File: config.mk
export PLATFORM = sky130hd
export DESIGN_NAME = qwi_reg_bank
export DESIGN_NICKNAME = d
export VERILOG_FILES = /design/src/rtl/qwi_reg_bank.sv
export SDC_FILE = /design/constraint.sdc
export NUM_CORES = 1
export LEC_CHECK = 0
export BUFFER_PORTS_ARGS = -buffer_cell sky130_fd_sc_hd__clkbuf_2
export CORE_AREA = 2 2 182 184
export DETAILED_ROUTE_END_ITERATION = 10
export DIE_AREA = 0 0 184 186
export SLEW_MARGIN = 5
export SYNTH_ARGS = -nofsm -noshare
export SYNTH_HDL_FRONTEND = slang
export SYNTH_SLANG_ARGS = --single-unit
File: constraint.sdc
create_clock -name reg_clk -period 5.4 [get_ports reg_clk]
set_input_delay 1.08 -clock reg_clk [delete_from_list [all_inputs] [get_ports reg_clk]]
set_output_delay 1.08 -clock reg_clk [all_outputs]
set_load 0.01 [all_outputs]
File: src/rtl/qwi_reg_bank.sv
// qwi_reg_bank: parameterised register bank behind a BRAM-style PS master port.
// Each slot is RW, RO, W1C or PULSE; reads are registered with one cycle of latency.
module qwi_reg_bank #(
    parameter int unsigned              REGCNT  = 4,
    parameter int unsigned              AWID    = 9,
    parameter int unsigned              DWID    = 32,
    parameter logic [2*REGCNT-1:0]      MODE    = '0,
    parameter logic [REGCNT*DWID-1:0]   RST_VAL = '0
) (
    input  logic                     reg_clk,
    input  logic                     sys_rst,
    input  logic                     reg_ce,
    input  logic                     reg_rst,
    input  logic [DWID/8-1:0]        reg_we,
    input  logic [AWID-1:0]          reg_addr,
    input  logic [DWID-1:0]          reg_wrd,
    output logic [DWID-1:0]          reg_rdd,
    output logic [REGCNT*DWID-1:0]   reg_out,
    input  logic [REGCNT*DWID-1:0]   reg_in,
    input  logic [REGCNT*DWID-1:0]   reg_evt,
    output logic                     irq
);

    typedef enum logic [1:0] {
        REG_RW    = 2'd0,
        REG_RO    = 2'd1,
        REG_W1C   = 2'd2,
        REG_PULSE = 2'd3
    } reg_mode_e;

    localparam int unsigned NBYTE = DWID / 8;

    logic            wr_en;
    logic            rd_en;
    logic [DWID-1:0] wmask;

    assign wr_en = reg_ce && (reg_we != '0);
    assign rd_en = reg_ce && (reg_we == '0);

    always_comb begin
        wmask = '0;
        for (int unsigned b = 0; b < NBYTE; b++) begin
            wmask[8*b +: 8] = {8{reg_we[b]}};
        end
    end

    logic [DWID-1:0]   rd_val [REGCNT];
    logic [REGCNT-1:0] w1c_any;

    for (genvar g = 0; g < REGCNT; g++) begin : g_reg
        localparam reg_mode_e       M  = reg_mode_e'(MODE[2*g +: 2]);
        localparam logic [DWID-1:0] RV = RST_VAL[DWID*g +: DWID];

        logic            hit;
        logic [DWID-1:0] val_q;
        logic [DWID-1:0] val_d;

        assign hit = wr_en && (reg_addr == AWID'(g));

        // W1C: clear from the write is applied first so a same-cycle event wins.
        always_comb begin
            val_d = val_q;
            case (M)
                REG_RW:    if (hit) val_d = (val_q & ~wmask) | (reg_wrd & wmask);
                REG_W1C:   val_d = (hit ? (val_q & ~(reg_wrd & wmask)) : val_q)
                                   | reg_evt[DWID*g +: DWID];
                REG_PULSE: val_d = hit ? (reg_wrd & wmask) : '0;
                default:   val_d = '0;
            endcase
        end

        always_ff @(posedge reg_clk) begin
            if (sys_rst) begin
                val_q <= (M == REG_RW || M == REG_W1C) ? RV : '0;
            end else begin
                val_q <= val_d;
            end
        end

        assign reg_out[DWID*g +: DWID] = val_q;
        assign rd_val[g]  = (M == REG_RO)    ? reg_in[DWID*g +: DWID] :
                            (M == REG_PULSE) ? '0 : val_q;
        assign w1c_any[g] = (M == REG_W1C) && (val_q != '0);
    end

    // Full-width compare per slot, so out-of-range addresses never alias.
    logic [DWID-1:0] rd_sel;

    always_comb begin
        rd_sel = '0;
        for (int unsigned i = 0; i < REGCNT; i++) begin
            if (reg_addr == AWID'(i)) rd_sel = rd_val[i];
        end
    end

    logic [DWID-1:0] rdd_q;
    logic            irq_q;

    always_ff @(posedge reg_clk) begin
        if (sys_rst) begin
            rdd_q <= '0;
            irq_q <= 1'b0;
        end else begin
            if (reg_rst) begin
                rdd_q <= '0;
            end else if (rd_en) begin
                rdd_q <= rd_sel;
            end
            irq_q <= |w1c_any;
        end
    end

    assign reg_rdd = rdd_q;
    assign irq     = irq_q;

    // Fabric inputs are only consumed by slots of the matching mode.
    logic unused_fabric;
    assign unused_fabric = ^{reg_in, reg_evt};

endmodule

**After elaboration in Yosys (flattened, before gate mapping)**

Index checks and enable logic that the tools add are counted.

- Bitwise logic cells: 10
- Add/sub/neg operators: 0
- Shift-type cells: 0
- Multipliers: 0
- Mux-type cells: 4
- Divide/modulo/power cells: 0
- Order comparisons: 0
- Equality and inequality tests: 3
- Reduce and logical (&&, ||, !) cells: 10

Operator list:

| cell | number |
|---|---|
| AND 32 bit | 5 |
| two-way mux 32 bit | 4 |
| bitwise OR 32 bit | 4 |
| inverter 32 bit | 1 |
| == test 9 x 2 -> 1 bit, second input constant | 2 |
| == test 9 x 1 -> 1 bit, second input constant | 1 |
| logical NOT 9 bit | 1 |
| logical AND 1 bit | 6 |
| logical NOT 4 bit | 1 |
| nonzero test 4 bit | 1 |
| OR reduction 2 bit | 1 |

- Bits in registers: 160
- Memory bits (read-only): 0
- Output and inout port bits: 161
- Bits of input ports: 305
- Word-level logic and storage cells: 32
- Latch bits: 0
- Bits in writable memories: 0
- Memories kept: 0

**Depth between registers and ports, before layout**

- Word-level depth: 5
- Depth in mapped cells: 8
- Depth with buffers taken out: 4

**Least setup slack after synthesis**

OpenSTA, ideal clock, no wires.

- Kind: input-to-reg
- Start: input port reg_addr[8]
- End: register with a tool-made name
- Arrival time: 2.598 ns
- Data required time: 5.272 ns
- Library setup time: 0.128 ns
- Path buffers: 1
- Stages on the path: 5
- Slack: 2.675 ns
- Cell sequence: or4b_1 buf_6 nor4_4 mux2i_1 nor2_1

RTL lines:

| element | line | RTL |
|---|---|---|
| from (decl) | 15 | `input logic [AWID-1:0] reg_addr,` |

**Worst setup path in the final report**

- Start: input port reg_addr[7]
- End: register rdd_q[13] (netlist: reg_rdd[13])

- Longest elaborated chain between the ends: 5
- Elaborated cells on any way between the ends: 8
- Those cells by class: eq/ne: 3; mux: 4; reduce/logical: 1

Ends and longest elaborated chain:

| element | line | RTL |
|---|---|---|
| logical NOT 9 bit | 92 | `if (reg_addr == AWID'(i)) rd_sel = rd_val[i];` |
| two-way mux 32 bit (3 in a row) | 92 |  |
| two-way mux 32 bit (*) | 92 |  |
| to (signal assigned) | 107 | `rdd_q <= rd_sel;` |
| to (decl) | 96 | `logic [DWID-1:0] rdd_q;` |

Mark *: on every way between the ends. The rest lies on a longest branch, timed or not.
A chain may end at the register's enable or synchronous reset.

==> run summary <==
Via density -> 4.58
Post-CTS Setup Inserts -> 0
CP peak stage delay -> 0.86 ns
Starting Density -> 20.9%
DRT antenna net count -> 0
First-pass GRT wire length -> 34.9 mm
CTS root buf -> clkbuf_16
DRC Markers -> 0
Final Net Count -> 1166
Die area -> 34200 µm²
Internal -> 1.87 mW
Clock Skew -> 0.0132 ns
Crit path kind -> primary input to flip-flop
# rows -> 66
Vias -> 5873
P&R area growth vs syn -> 30.2%
H-tree levels -> 4
Clk buf depth -> 2
P per Cell Area -> 282 nW/µm²
Status -> finished, final reports clean
Hpwl dp -> 16.3 mm
Crit path capture type -> flip-flop
Largest net degree at the start of global routing -> 82
Die Y -> 186 µm
Sw frac -> 24.0%
Max stage delay cell, worst path -> or4_1
CTS tree -> yes
Post-Synthesis Net Count -> 977
Drt initial violations -> 365
RSZ-0062 raised after global routing -> false
Max-cap violations -> 0
P_leak -> 3.88 nW
Met2 Usage GRT -> 20.2%
GPL Wtd Cong -> 0.747
Critical path fanouts, max -> 12
Ys async rst share -> 0%
Final wirelength -> 23.8 mm
Startpoint types -> primary input
Cts repair resizes -> 0
Slew Limit Fails -> 0
Post-synthesis sequential area ratio -> 47.7%
Crit-path cells -> clkbuf_2, or4_1, nor4_4, buf_4, nor4b_4, a22o_1
Yosys cell types -> 34
Core ar. -> 32200 µm²
Worst slew margin -> 31.7%
Period utilization -> 62.2%
GRT busiest layer -> met2
Non-Filler Instances -> 1282
Logic pwr share -> 4.8%
Clock-pin slew on the worst setup and hold paths -> 0.06 ns
Initial antenna violation count -> 0
Mapped Cells -> 672
Syn_area_per_cell -> 9.99 µm²
VDD IR max -> 0.202 mV
Width of the chip -> 184 µm
Ant. Diodes -> 0
Grt total ovfl -> 0
FF+latch count, synth -> 160
Tot GR Track Use -> 13.7%
Share of layout cells above drive strength 1 -> 30.9%
Clk Latency, worst-skew pair -> 0.44 ns
Critical path arrival -> 3.73 ns
Total CTS buffers -> 17
Setup Viol. Count Final -> 0
HP Class -> flip-flop to flip-flop
Vias in the first global route -> 5619
Switch Pwr -> 0.591 mW
Mapped Area -> 6720 µm²
Sequential Power Share -> 48.1%
Setup TNS -> 0 ns
M1 GR Usage -> 18.6%
YS warnings -> 0
Final Hold Fails -> 0
CP Data Required Time -> 5.77 ns
Final worst path period need -> 3.36 ns
CTS Sinks -> 160
Post-synth top flop -> dfxtp_1
Worst-Margin Slew -> 1.02 ns
Clock share of power -> 47.2%
Placed cell count -> 1250
Number of I/O pins -> 466
I/O Buffers -> 208
Fmax -> 0.298 GHz
WL per Instance -> 18.5 µm
GR Util met3 -> 5.17%
Drt first pass iters -> 5
Post-synth EDFFs -> 0
Post-CTS Hold Buffers -> 0
[through the flow]
stage / setup slack, ns / util [%] / hold WS (ns) / power (mW) / cell area [µm²]
2_1_floorplan: 2.67 / - / 0.511 / 1.27 / 6720
3_3_place_gp: 1.58 / 25.4 / 0.462 / 1.33 / 8190
3_5_place_dp: 1.57 / 25.4 / 0.470 / 1.33 / 8190
4_1_cts: 2.03 / 27.1 / 0.484 / 2.49 / 8740
5_1_grt: 1.89 / 27.1 / 0.508 / 2.54 / 8740
6_report: 2.04 / 27.1 / 0.484 / 2.46 / 8740
[path summary, 6_finish.rpt]
kind | start | endpoint | slack (ns) | cells past startpoint
setup / recovery | reg_addr[7] | reg_rdd[13]$_SDFFE_PP0P_ | 2.04 | 6
hold / removal | reg_rdd[28]$_SDFFE_PP0P_ | reg_rdd[28]$_SDFFE_PP0P_ | 0.48 | 1
setup reg to reg | flip-flop | reg_rdd[31]$_SDFFE_PP0P_ | 4.11 | 4
hold reg to reg | reg_rdd[28]$_SDFFE_PP0P_ | reg_rdd[28]$_SDFFE_PP0P_ | 0.48 | 1
[power by group through the flow]
stage / combinational, mW / clock [mW] / sequential, mW
global placement: 0.117 / 0 / 1.21
CTS: 0.119 / 1.19 / 1.18
floorplan: 0.0581 / 0 / 1.21
finish: 0.117 / 1.16 / 1.18
detailed placement: 0.118 / 0 / 1.21
global route: 0.128 / 1.23 / 1.18
[cell usage after synthesis (all sizes together) (2+ instances only)]
library cell	instances	area, µm²
nand4	7	43.8
mux2i	154	1540
a22o	6	52.6
a221oi	26	228
a21oi	6	30.0
nand2	3	11.3
nor3	27	135
dfxtp	160	3200
clkbuf	33	124
mux2	6	67.6
nor2	156	586
buf	18	93.8
inv	6	22.5
nor4	5	97.6
nor4b	7	76.3
o2bb2ai	26	228
and2	4	25.0
o22ai	6	37.5
nor2b	6	37.5
and4	2	17.5
[cell type report]
class                   instances  area [µm²]
fillers                      3459       23500
multi-input cells             455        3310
flip-flops and latches        160        3200
repair buffers                221        1140
well taps                     408         510
clock buffers                  22         464
clock inverters                10        87.6
inverters                       6        22.5
[layout by cell type (no fill, tap or decap), drive strengths merged, types with 2 or more instances in the layout]
cell type / instances
clkbuf: 228
mux2i: 154
nand4: 7
mux2: 6
o2bb2ai: 26
a22o: 6
nor2b: 6
a21oi: 6
nor4b: 7
nand2: 3
dfxtp: 160
and2: 4
nor3: 27
buf: 15
clkinv: 4
and4: 2
clkinvlp: 5
nor2: 156
nor4: 5
o22ai: 6
a221oi: 26
inv: 6
[worst max-delay path, delay by kind of cell]
family | cells | cell delay, ns
AO/OA/AOI/OAI | 1 | 0.19
buffers and inverters | 2 | 0.44
AND/OR/NAND/NOR | 3 | 2.01
[per-layer routing]
layer / up-vias / part of all wire (%) / wire length [µm]
li1: 2784 / - / -
met1: 2807 / 47 / 11100
met2: 264 / 42 / 9940
met3: 18 / 10 / 2440
met4: 0 / 1.3 / 313
met5: - / 0 / 0
[cells by family after synthesis]
group	share of synthesized area [%]
other	0.0558
AO/OA/AOI/OAI	8.57
buffers and inverters	3.58
flip-flops	47.7
AND/OR/NAND/NOR	16.1
multiplexers	24.0
Note: power is estimated with default switching activity, not from simulation.
